File: src/rtl/i2c_pkg.sv
// Shared encodings for the I2C register sequencer: FSM states, result codes,
// master command kinds and the per-step command/byte selection.
package i2c_pkg;

    typedef enum logic [2:0] {
        StIdle      = 3'd0,
        StIssue     = 3'd1,
        StWait      = 3'd2,
        StStopIssue = 3'd3,
        StStopWait  = 3'd4,
        StFinish    = 3'd5
    } state_e;

    typedef enum logic [1:0] {
        ErrOk       = 2'b00,
        ErrAddrNack = 2'b01,
        ErrDataNack = 2'b10,
        ErrTimeout  = 2'b11
    } err_e;

    typedef enum logic [1:0] {
        CmdStart = 2'd0,
        CmdWrite = 2'd1,
        CmdRead  = 2'd2
    } cmd_e;

    // Step indices. A write runs steps 0..3, a read runs steps 0..5; STOP is
    // issued from its own state rather than as a step.
    localparam logic [2:0] StepStart   = 3'd0;
    localparam logic [2:0] StepDevW    = 3'd1;
    localparam logic [2:0] StepReg     = 3'd2;
    localparam logic [2:0] StepData    = 3'd3;
    localparam logic [2:0] StepRestart = 3'd3;
    localparam logic [2:0] StepDevR    = 3'd4;
    localparam logic [2:0] StepRead    = 3'd5;

    function automatic cmd_e step_cmd(input logic rw, input logic [2:0] step);
        cmd_e c;
        c = CmdWrite;
        if (step == StepStart || (rw && step == StepRestart)) begin
            c = CmdStart;
        end else if (rw && step == StepRead) begin
            c = CmdRead;
        end
        return c;
    endfunction

    function automatic logic [7:0] step_byte(input logic       rw,
                                             input logic [2:0] step,
                                             input logic [6:0] dev,
                                             input logic [7:0] radr,
                                             input logic [7:0] wbyte);
        logic [7:0] b;
        b = wbyte;
        if (step == StepDevW) begin
            b = {dev, 1'b0};
        end else if (step == StepReg) begin
            b = radr;
        end else if (rw && step == StepDevR) begin
            b = {dev, 1'b1};
        end
        return b;
    endfunction

    function automatic logic is_last_step(input logic rw, input logic [2:0] step);
        return rw ? (step == StepRead) : (step == StepData);
    endfunction

    // Address bytes NACK as "device absent"; every other byte is a data NACK.
    function automatic logic is_addr_step(input logic rw, input logic [2:0] step);
        return (step == StepDevW) || (rw && step == StepDevR);
    endfunction

endpackage

File: src/rtl/i2c_cmd_timer.sv
// Per-command watchdog: cleared as each command pulse is launched, counts while
// the sequencer waits on the master, flags expiry at the TIMEOUT_CYCLES budget.
module i2c_cmd_timer #(
    parameter int unsigned TIMEOUT_CYCLES = 100_000
) (
    input  logic clk,
    input  logic reset,
    input  logic clear,
    input  logic enable,
    output logic expired
);

    localparam int unsigned ClogW = $clog2(TIMEOUT_CYCLES + 1);
    localparam int unsigned CntW  = (ClogW > 17) ? ClogW : 17;

    // The counter reads 0 in the cycle the command pulse is high. Expiry is
    // raised two counts early so that, after the state hop and the registered
    // STOP pulse, STOP lands exactly TIMEOUT_CYCLES after the abandoned pulse.
    // TIMEOUT_CYCLES must be at least 2.
    localparam logic [CntW-1:0] ExpireAt = CntW'(TIMEOUT_CYCLES - 2);

    logic [CntW-1:0] count_q;

    // Count cycles spent waiting on the master, saturating at all-ones.
    always_ff @(posedge clk) begin
        if (reset || clear) begin
            count_q <= '0;
        end else if (enable && (count_q != '1)) begin
            count_q <= count_q + 1'b1;
        end
    end

    assign expired = enable && (count_q >= ExpireAt);

endmodule

File: src/rtl/i2c_reg_sequencer.sv
// Register-level I2C sequencer: turns one register read/write request into the
// START / WRITE / READ / STOP command stream for a byte-level I2C master.
module i2c_reg_sequencer
    import i2c_pkg::*;
#(
    parameter int unsigned TIMEOUT_CYCLES = 100_000
) (
    input  logic       clk,
    input  logic       reset,
    // register transaction request
    input  logic       req,
    input  logic       rw,
    input  logic [6:0] dev_addr,
    input  logic [7:0] reg_addr,
    input  logic [7:0] wdata,
    output logic       busy,
    output logic       done,
    output logic [1:0] err,
    output logic [7:0] rdata,
    // byte-level I2C master command interface
    output logic       m_start,
    output logic       m_stop,
    output logic       m_write,
    output logic       m_read,
    output logic [7:0] m_data_in,
    output logic       m_ack_in,
    input  logic       m_done,
    input  logic       m_busy,
    input  logic       m_ack_err,
    input  logic [7:0] m_data_out
);

    state_e     state_q;
    logic [2:0] step_q;
    cmd_e       cmd_q;
    logic       rw_q;
    logic [6:0] dev_q;
    logic [7:0] reg_q;
    logic [7:0] wdata_q;

    cmd_e       cur_cmd;
    logic [7:0] cur_byte;
    logic       issue_fire;
    logic       stop_fire;
    logic       tmr_en;
    logic       tmr_expired;

    assign cur_cmd  = step_cmd(rw_q, step_q);
    assign cur_byte = step_byte(rw_q, step_q, dev_q, reg_q, wdata_q);

    assign issue_fire = (state_q == StIssue) && !m_busy;
    // After a timeout the master may never report idle again, so STOP goes out
    // regardless of m_busy in that case; the abandoned command is written off.
    assign stop_fire  = (state_q == StStopIssue) && (!m_busy || (err == ErrTimeout));
    assign tmr_en     = (state_q == StWait) || (state_q == StStopWait);

    i2c_cmd_timer #(
        .TIMEOUT_CYCLES(TIMEOUT_CYCLES)
    ) u_cmd_timer (
        .clk    (clk),
        .reset  (reset),
        .clear  (issue_fire || stop_fire),
        .enable (tmr_en),
        .expired(tmr_expired)
    );

    // Sequencer FSM; every output is registered here.
    always_ff @(posedge clk) begin
        if (reset) begin
            state_q   <= StIdle;
            step_q    <= StepStart;
            cmd_q     <= CmdStart;
            rw_q      <= 1'b0;
            dev_q     <= '0;
            reg_q     <= '0;
            wdata_q   <= '0;
            busy      <= 1'b0;
            done      <= 1'b0;
            err       <= ErrOk;
            rdata     <= '0;
            m_start   <= 1'b0;
            m_stop    <= 1'b0;
            m_write   <= 1'b0;
            m_read    <= 1'b0;
            m_data_in <= '0;
            m_ack_in  <= 1'b0;
        end else begin
            done    <= 1'b0;
            m_start <= 1'b0;
            m_stop  <= 1'b0;
            m_write <= 1'b0;
            m_read  <= 1'b0;

            unique case (state_q)
                StIdle: begin
                    if (req) begin
                        rw_q    <= rw;
                        dev_q   <= dev_addr;
                        reg_q   <= reg_addr;
                        wdata_q <= wdata;
                        busy    <= 1'b1;
                        err     <= ErrOk;
                        step_q  <= StepStart;
                        state_q <= StIssue;
                    end
                end

                StIssue: begin
                    if (issue_fire) begin
                        unique case (cur_cmd)
                            CmdStart: m_start <= 1'b1;
                            CmdWrite: begin
                                m_write   <= 1'b1;
                                m_data_in <= cur_byte;
                            end
                            CmdRead:  m_read <= 1'b1;
                            default:  m_start <= 1'b1;
                        endcase
                        // Single-byte reads always finish with NACK.
                        m_ack_in <= (cur_cmd == CmdRead);
                        cmd_q    <= cur_cmd;
                        state_q  <= StWait;
                    end
                end

                StWait: begin
                    if (m_done) begin
                        if ((cmd_q == CmdWrite) && m_ack_err) begin
                            err     <= is_addr_step(rw_q, step_q) ? ErrAddrNack : ErrDataNack;
                            state_q <= StStopIssue;
                        end else begin
                            if (cmd_q == CmdRead) begin
                                rdata <= m_data_out;
                            end
                            if (is_last_step(rw_q, step_q)) begin
                                state_q <= StStopIssue;
                            end else begin
                                step_q  <= step_q + 3'd1;
                                state_q <= StIssue;
                            end
                        end
                    end else if (tmr_expired) begin
                        err     <= ErrTimeout;
                        state_q <= StStopIssue;
                    end
                end

                StStopIssue: begin
                    if (stop_fire) begin
                        m_stop   <= 1'b1;
                        m_ack_in <= 1'b0;
                        state_q  <= StStopWait;
                    end
                end

                StStopWait: begin
                    if (m_done) begin
                        done    <= 1'b1;
                        state_q <= StFinish;
                    end else if (tmr_expired) begin
                        // Keep an earlier NACK code; only the first error is reported.
                        if (err == ErrOk) begin
                            err <= ErrTimeout;
                        end
                        done    <= 1'b1;
                        state_q <= StFinish;
                    end
                end

                StFinish: begin
                    busy    <= 1'b0;
                    state_q <= StIdle;
                end

                default: begin
                    busy    <= 1'b0;
                    state_q <= StIdle;
                end
            endcase
        end
    end

endmodule

File: config.mk
export PLATFORM = sky130hd
export DESIGN_NAME = i2c_reg_sequencer
export DESIGN_NICKNAME = d
export VERILOG_FILES = /design/src/rtl/i2c_pkg.sv /design/src/rtl/i2c_cmd_timer.sv /design/src/rtl/i2c_reg_sequencer.sv
export SDC_FILE = /design/constraint.sdc
export NUM_CORES = 1
export LEC_CHECK = 0
export CAP_MARGIN = 5
export CORE_ASPECT_RATIO = 1.1
export CORE_MARGIN = 2
export CORE_UTILIZATION = 47
export CTS_CLUSTER_SIZE = 25
export DETAILED_ROUTE_END_ITERATION = 8
export PLACE_DENSITY = 0.74
export SLEW_MARGIN = 20
export SYNTH_ARGS = -nofsm -noshare
export SYNTH_HDL_FRONTEND = slang
export SYNTH_SLANG_ARGS = --single-unit
export TNS_END_PERCENT = 100
File: constraint.sdc
create_clock -name clk -period 2.2 [get_ports clk]
set_input_delay 0.44 -clock clk [delete_from_list [all_inputs] [get_ports clk]]
set_output_delay 0.44 -clock clk [all_outputs]
set_load 0.03 [all_outputs]
==> qor.yml, run 1 <==
cells_and_area:
  layout-drive-gt1-share: 0.114
  fin_nets: 515
  syn_to_final_growth_pct: 29.4
  fillCellCount: 646
  final_area_sq_um: 4340
  stdcell_count: 558
  layout.area.seq_sq_um: 1480
  multiInputGateArea_sq_um: 1740
  n_antenna_cell: 0
power_and_ir_drop:
  p_sw_mw: 0.697
  vdd_drop_max_mv: 0.413
  power_density_nw_per_um2: 637
  switching_share: 0.252
  p_leak_nw: 1.54
  combinationalPowerShare: 0.112
  clock_power_share: 0.378
  total_power_mw: 2.76
  seqPwrFrac: 0.510
  p_int_mw: 2.07
worst_setup_path:
  worstSetupStartpointType: "register"
  cp-end-kind: "register"
  regToRegStartpoint: "u_cmd_timer.count_q[6]$_SDFFE_PP0P_"
  cp_max_fo: 5
  cp_data_required_time_ns: 2.47
  r2r_setup_slack_ns: 0.15
  cp.arrival_ns: 2.32
  path_class: "reg2reg"
  crit_start: "u_cmd_timer.count_q[6]$_SDFFE_PP0P_"
sta:
  fin_crit_sh: 0.933
  setup_ws_ns: 0.148
  setup-tns-final_ns: 0
  fmax_mhz: 487
  relSlewSlack: 0.664
  rsz0062_at_grt: "no"
  setup_viol_count_final: 0
  finalMaxSlewViolations: 0
  period_needed_ns: 2.05
  clock_skew_ns: 0.00610
  tightest_slew_ns: 0.504
  hold_viol_final: 0
worst_hold_path:
  hp-start: "dev_q[0]$_SDFFE_PP0P_"
  worstHoldPathType: "reg2reg"
global_route:
  grtUsageTotal: 0.205
  grt-ovfl-total: 0
  gr-usage-met1: 0.262
  use_met2: 0.338
  gr-usage-met3: 0.0321
  first_global_vias: 2830
  antenna_found_initial: 0
  grt_max_degree: 48
  top_usage_layer: "met2"
  grt_pass1_wl_um: 12900
clocking:
  cts_buffers: 9
  cts-root-buf: "clkbuf_8"
  ctsHtreeMaxLevel: 3
  clockBufferDepth: 2
  cts_tree: "built"
  post_cts_hold_buffer_count: 0
  cts.clk_slew.worst_paths_ns: 0.08
  clock_sinks: 74
  clk_latency_ns: 0.35
die:
  fp.dieH_um: 92.6
  core_area_sq_um: 6970
  io_pins: 63
  initial_core_util: 0.481
  die_w_um: 84.5
  dieArea_sq_um: 7830
  num_rows: 32
synth:
  ys_seq_elements: 74
  ys_types: 53
  synth_fa_ha_area_frac: 0.0299
  muxShareOfSynthArea: 0.0358
  synthDominantAreaCellType: "dfxtp_1"
  yosysWarningCount: 0
  synth-edff-count: 0
  ys.flop_type: "dfxtp_1"
  yosys.area_share.simple: 0.267
  synth_compound_area_frac: 0.142
  synth_xor_xnor_area_share: 0.0440
  async_reset_ff_frac: 0
  netlist.area_leader.share: 0.442
  syn_inst: 394
  yosys-top-cells-area: "dfxtp_1 (44%), nand2_1 (8.6%), a21oi_1 (5.7%)"
  synth_top_family_by_area: "simple AND/OR/NAND/NOR gates"
  yosys-top-cells-count: "nand2_1 (77), dfxtp_1 (74), nor2_1 (45), a21oi_1 (38), xor2_1 (14)"
  syn-num-nets: 440
  synth-seq-area-share: 0.442
  synth.most_common_cell: "nand2_1"
  avgSynthCellArea_sq_um: 8.51
  synthesis.area_sq_um: 3350
flow_run:
  drv_cap: 0
placement:
  gp_congestion: 0.797
  place_hpwl_um: 5470
  dpl_cell_area_sq_um: 4130
  port_buffers: 62
  place_ws_ns: 0.0221
  dp_cells: 541
drt:
  drt-pass1-iter-count: 4
  first_iter_violations: 151
  wl_per_cell_um: 13.7
  via_count: 2945
  routed_via_density: 5.28
  drc: 0
  ant_nets: 0
  wl_um: 7640
run_status:
  status: "completed"
layout make-up:
class                      count  area share
clock buffer                  10      0.0317
clock inverter                 5      0.0127
inverter                      10     0.00865
multi-input combinational    291       0.402
sequential                    74       0.342
tap                           85      0.0245
timing repair buffer          83       0.179
cell usage in the layout, fill, tap and decap left out, drive strengths merged, types with 2 or more instances in the layout:
cell type,n
xor2,14
nand3b,2
nor4,4
clkinv,3
a311oi,6
a22oi,5
dfxtp,74
a21oi,38
and2,4
nand2,79
clkbuf,10
mux2i,12
ha,8
clkdlybuf4s50,62
nor3,7
or2,2
and4,5
buf,21
inv,9
o21ai,8
o211ai,4
and3,4
a211oi,3
nor2,48
nand2b,5
a2bb2oi,2
nand3,9
xnor2,2
clkinvlp,2
nand4,8
power by group through the flow:
| stage | logic, mW | registers (mW) | clock network [mW] |
|---|---|---|---|
| after global routing | 0.341 | 1.41 | 1.12 |
| after detailed placement | 0.306 | 1.44 | 0 |
| after CTS | 0.311 | 1.41 | 1.07 |
| after floorplan | 0.176 | 1.44 | 0 |
| final | 0.310 | 1.41 | 1.05 |
| after global placement | 0.300 | 1.44 | 0 |
state kept, by name, summed over array words and instances, names as in the netlist, 2 cells and up:
| signal | cells |
|---|---|
| step_q | 3 |
| cmd_q | 2 |
| state_q | 3 |
| m_data_in | 8 |
| reg_q | 8 |
| dev_q | 7 |
| wdata_q | 8 |
| rdata | 8 |
| err | 2 |
| u_cmd_timer.count_q | 17 |
critical path: stages (launching register included):
cell      delay (ns)
dfxtp_1         0.34
and4_4          0.20
and4_1          0.20
and4_1          0.20
ha_2            0.23
buf_4           0.15
nor3_4          0.26
buf_4           0.17
nor2_1          0.04
a211oi_1        0.19
what timing repair did:
item | in CTS | in global routing
resized for setup | 0 | 3
pin swaps | 1 | 2
endpoints found under the setup margin | 1 | 13
gates cloned | 0 | 0
buffers inserted | 2 | 0
kinds of logic after synthesis:
group,Yosys count
multiplexers,12
adder cells (fa/ha/maj),8
AO/OA/AOI/OAI,75
flip-flops,74
XOR/XNOR,16
buffers and inverters,29
AND/OR/NAND/NOR,180
path summary, 6_finish.rpt:
kind	cells past startpoint	to
max	9	u_cmd_timer.count_q[1]$_SDFFE_PP0P_
min	2	dev_q[0]$_SDFFE_PP0P_
max reg2reg	9	u_cmd_timer.count_q[1]$_SDFFE_PP0P_
min reg2reg	2	dev_q[0]$_SDFFE_PP0P_
metal layers:
layer	wire (um)	up-vias
met3	256	14
met2	3660	64
met4	167	0
li1	-	1501
met5	0	-
met1	3560	1366
stage by stage:
stage                     hold WS (ns)  utilization
after detailed placement         0.448        0.592
after global placement           0.444        0.592
final                            0.456        0.623
after floorplan                  0.436            -
after CTS                        0.458        0.622
after global routing             0.475        0.623
Power figures use the tool's default switching activity.
==> run 2, diff against run 1 <==
--- a/config.mk
+++ b/config.mk
@@ -11,7 +11,8 @@
 export CORE_UTILIZATION = 47
 export CTS_CLUSTER_SIZE = 25
 export DETAILED_ROUTE_END_ITERATION = 8
-export PLACE_DENSITY = 0.74
+export PLACE_DENSITY = 0.78
+export RECOVER_POWER = 50
 export SLEW_MARGIN = 20
 export SYNTH_ARGS = -nofsm -noshare
 export SYNTH_HDL_FRONTEND = slang
==> qor.yml, run 2 (same netlist as run 1, synthesis figures left out) <==
run_status:
  status: "completed"
cells_and_area:
  layout.area.seq_sq_um: 1480  # about the same
  max_flop_register: "u_cmd_timer.count_q"
  layout_commonest_cell: "nand2_1"
  layout-drive-gt1-share: 0.0915  # -0.0227
  syn_to_final_growth_pct: 28.2
  utilization: 0.617  # -0.00575
  multiInputGateArea_sq_um: 1730  # -1.0%
  fin_nets: 511  # -0.78%
  largest_reg_flops: 17  # unchanged
  final_cell_mix: "nand2_1 (78), dfxtp_1 (74), clkdlybuf4s50_1 (56)"
  fillCellCount: 646  # unchanged
  n_antenna_cell: 0  # unchanged
drt:
  wl_um: 7610  # -0.43%
  routed_via_density: 5.38  # +1.9%
  ant_nets: 0  # unchanged
  drt-pass1-iter-count: 4  # unchanged
  drc: 0  # unchanged
  wl_per_cell_um: 13.7  # +0.11%
  first_iter_violations: 115  # -24%
  via_count: 2985  # +1.4%
clocking:
  cts_tree: "built"
  post_cts_hold_buffer_count: 0  # unchanged
  cts.clk_slew.worst_paths_ns: 0.08  # about the same
  ctsHtreeMaxLevel: 3  # unchanged
  clk_latency_ns: 0.36  # about the same
  clock_sinks: 74  # unchanged
  cts-root-buf: "clkbuf_8"
  cts_buffers: 9  # unchanged
  clockBufferDepth: 2  # unchanged
worst_setup_path:
  cp_max_fo: 7  # +2
  cp.arrival_ns: 2.34  # +0.02 ns
  path_class: "reg2reg"
  cp-end-kind: "register"
  worstSetupStartpointType: "register"
  cp_data_required_time_ns: 2.45  # -0.02 ns
die:
  die_w_um: 84.5  # unchanged
  fp.dieH_um: 92.6  # unchanged
  num_rows: 32  # unchanged
  core_area_sq_um: 6970  # unchanged
  dieArea_sq_um: 7830  # unchanged
  initial_core_util: 0.481  # unchanged
  io_pins: 63  # unchanged
global_route:
  grt-ovfl-total: 0  # unchanged
  grt_pass1_wl_um: 12900  # +0.37%
  antenna_found_initial: 0  # unchanged
  grt_max_degree: 48  # unchanged
  grtUsageTotal: 0.206  # +0.00180
  first_global_vias: 2892  # +2.2%
sta:
  period_needed_ns: 2.09  # +0.0336 ns
  setup_viol_count_final: 0  # unchanged
  clock_skew_ns: 0.0139  # +0.00779 ns
  relSlewSlack: 0.411  # -0.253
  hold_viol_final: 0  # unchanged
  finalMaxSlewViolations: 0  # unchanged
  fin_crit_sh: 0.948  # +0.0153
  fmax_mhz: 479  # -1.6%
  rsz0062_at_grt: "no"
  tightest_slew_ns: 0.876  # +0.372 ns
flow_run:
  drv_cap: 0  # unchanged
placement:
  port_buffers: 62  # unchanged
  gp_congestion: 0.911  # +14%
  place_hpwl_um: 5430  # -0.72%
power_and_ir_drop:
  p_leak_nw: 1.53  # about the same
  vdd_drop_max_mv: 0.428  # +3.8%
  total_power_mw: 2.88  # +4.1%
  power_density_nw_per_um2: 669  # +5.0%
worst_hold_path:
  worstHoldPathType: "reg2reg"
## run 2: area by class of cell
type | instances | share of cell area
clock inverter | 5 | 0.0180
multi-input combinational | 291 | 0.401
inverter | 10 | 0.00873
tap | 85 | 0.0247
clock buffer | 11 | 0.0329
sequential | 74 | 0.344
timing repair buffer | 79 | 0.170
## run 2: path summary, 6_finish.rpt
kind | from | endpoint | slack (ns) | cells past startpoint
worst max-delay path | u_cmd_timer.count_q[6]$_SDFFE_PP0P_ | u_cmd_timer.count_q[13]$_SDFFE_PP0P_ | 0.11 | 9
worst min-delay path | reg_q[7]$_SDFFE_PP0P_ | reg_q[7]$_SDFFE_PP0P_ | 0.46 | 2
worst max register to register | u_cmd_timer.count_q[6]$_SDFFE_PP0P_ | u_cmd_timer.count_q[13]$_SDFFE_PP0P_ | 0.11 | 9
worst min register to register | reg_q[7]$_SDFFE_PP0P_ | reg_q[7]$_SDFFE_PP0P_ | 0.46 | 2
## run 2: per-stage QoR
stage                     hold slack [ns]  instance area (sq um)  worst slack, ns  TNS [ns]  cells
after floorplan                     0.436                   3350           0.0298         0    394
after detailed placement            0.448                   4100          -0.0243   -0.0389    538
final                               0.458                   4300            0.114         0    555
after CTS                           0.459                   4320           0.0158         0    554
after global routing                0.482                   4300           0.0132         0    555
after global placement              0.445                   4100           0.0173         0    538
## run 2: critical path, cell delays in order, from the launching register on
cell     delay (ns)
dfxtp_1        0.34
and4_1         0.23
and4_1         0.21
and4_1         0.20
ha_2           0.24
nor4_4         0.25
buf_4          0.19
nand4_1        0.11
xor2_1         0.18
nor2_2         0.04
## run 2: report_power, final
| part | leakage (nW) | internal (mW) | switching [mW] |
|---|---|---|---|
| Combinational | 0.825 | 0.134 | 0.160 |
| Clock | 0.109 | 0.666 | 0.503 |
| Sequential | 0.600 | 1.38 | 0.0327 |
| Total | 1.53 | 2.18 | 0.695 |
## run 2: what timing repair did
| item | 4_1_cts | 5_1_grt |
|---|---|---|
| resized for setup | 0 | 1 |
| pin swaps | 1 | 2 |
| cloned | 0 | 0 |
| buffers inserted | 0 | 1 |
| setup endpoints to repair | 3 | 12 |
## run 2: routing by layer
| metal | track usage | routed length, um |
|---|---|---|
| met5 | 0 | 0 |
| met1 | 0.244 | 3400 |
| met3 | 0.0526 | 254 |
| met4 | 0.0992 | 185 |
| met2 | 0.348 | 3770 |
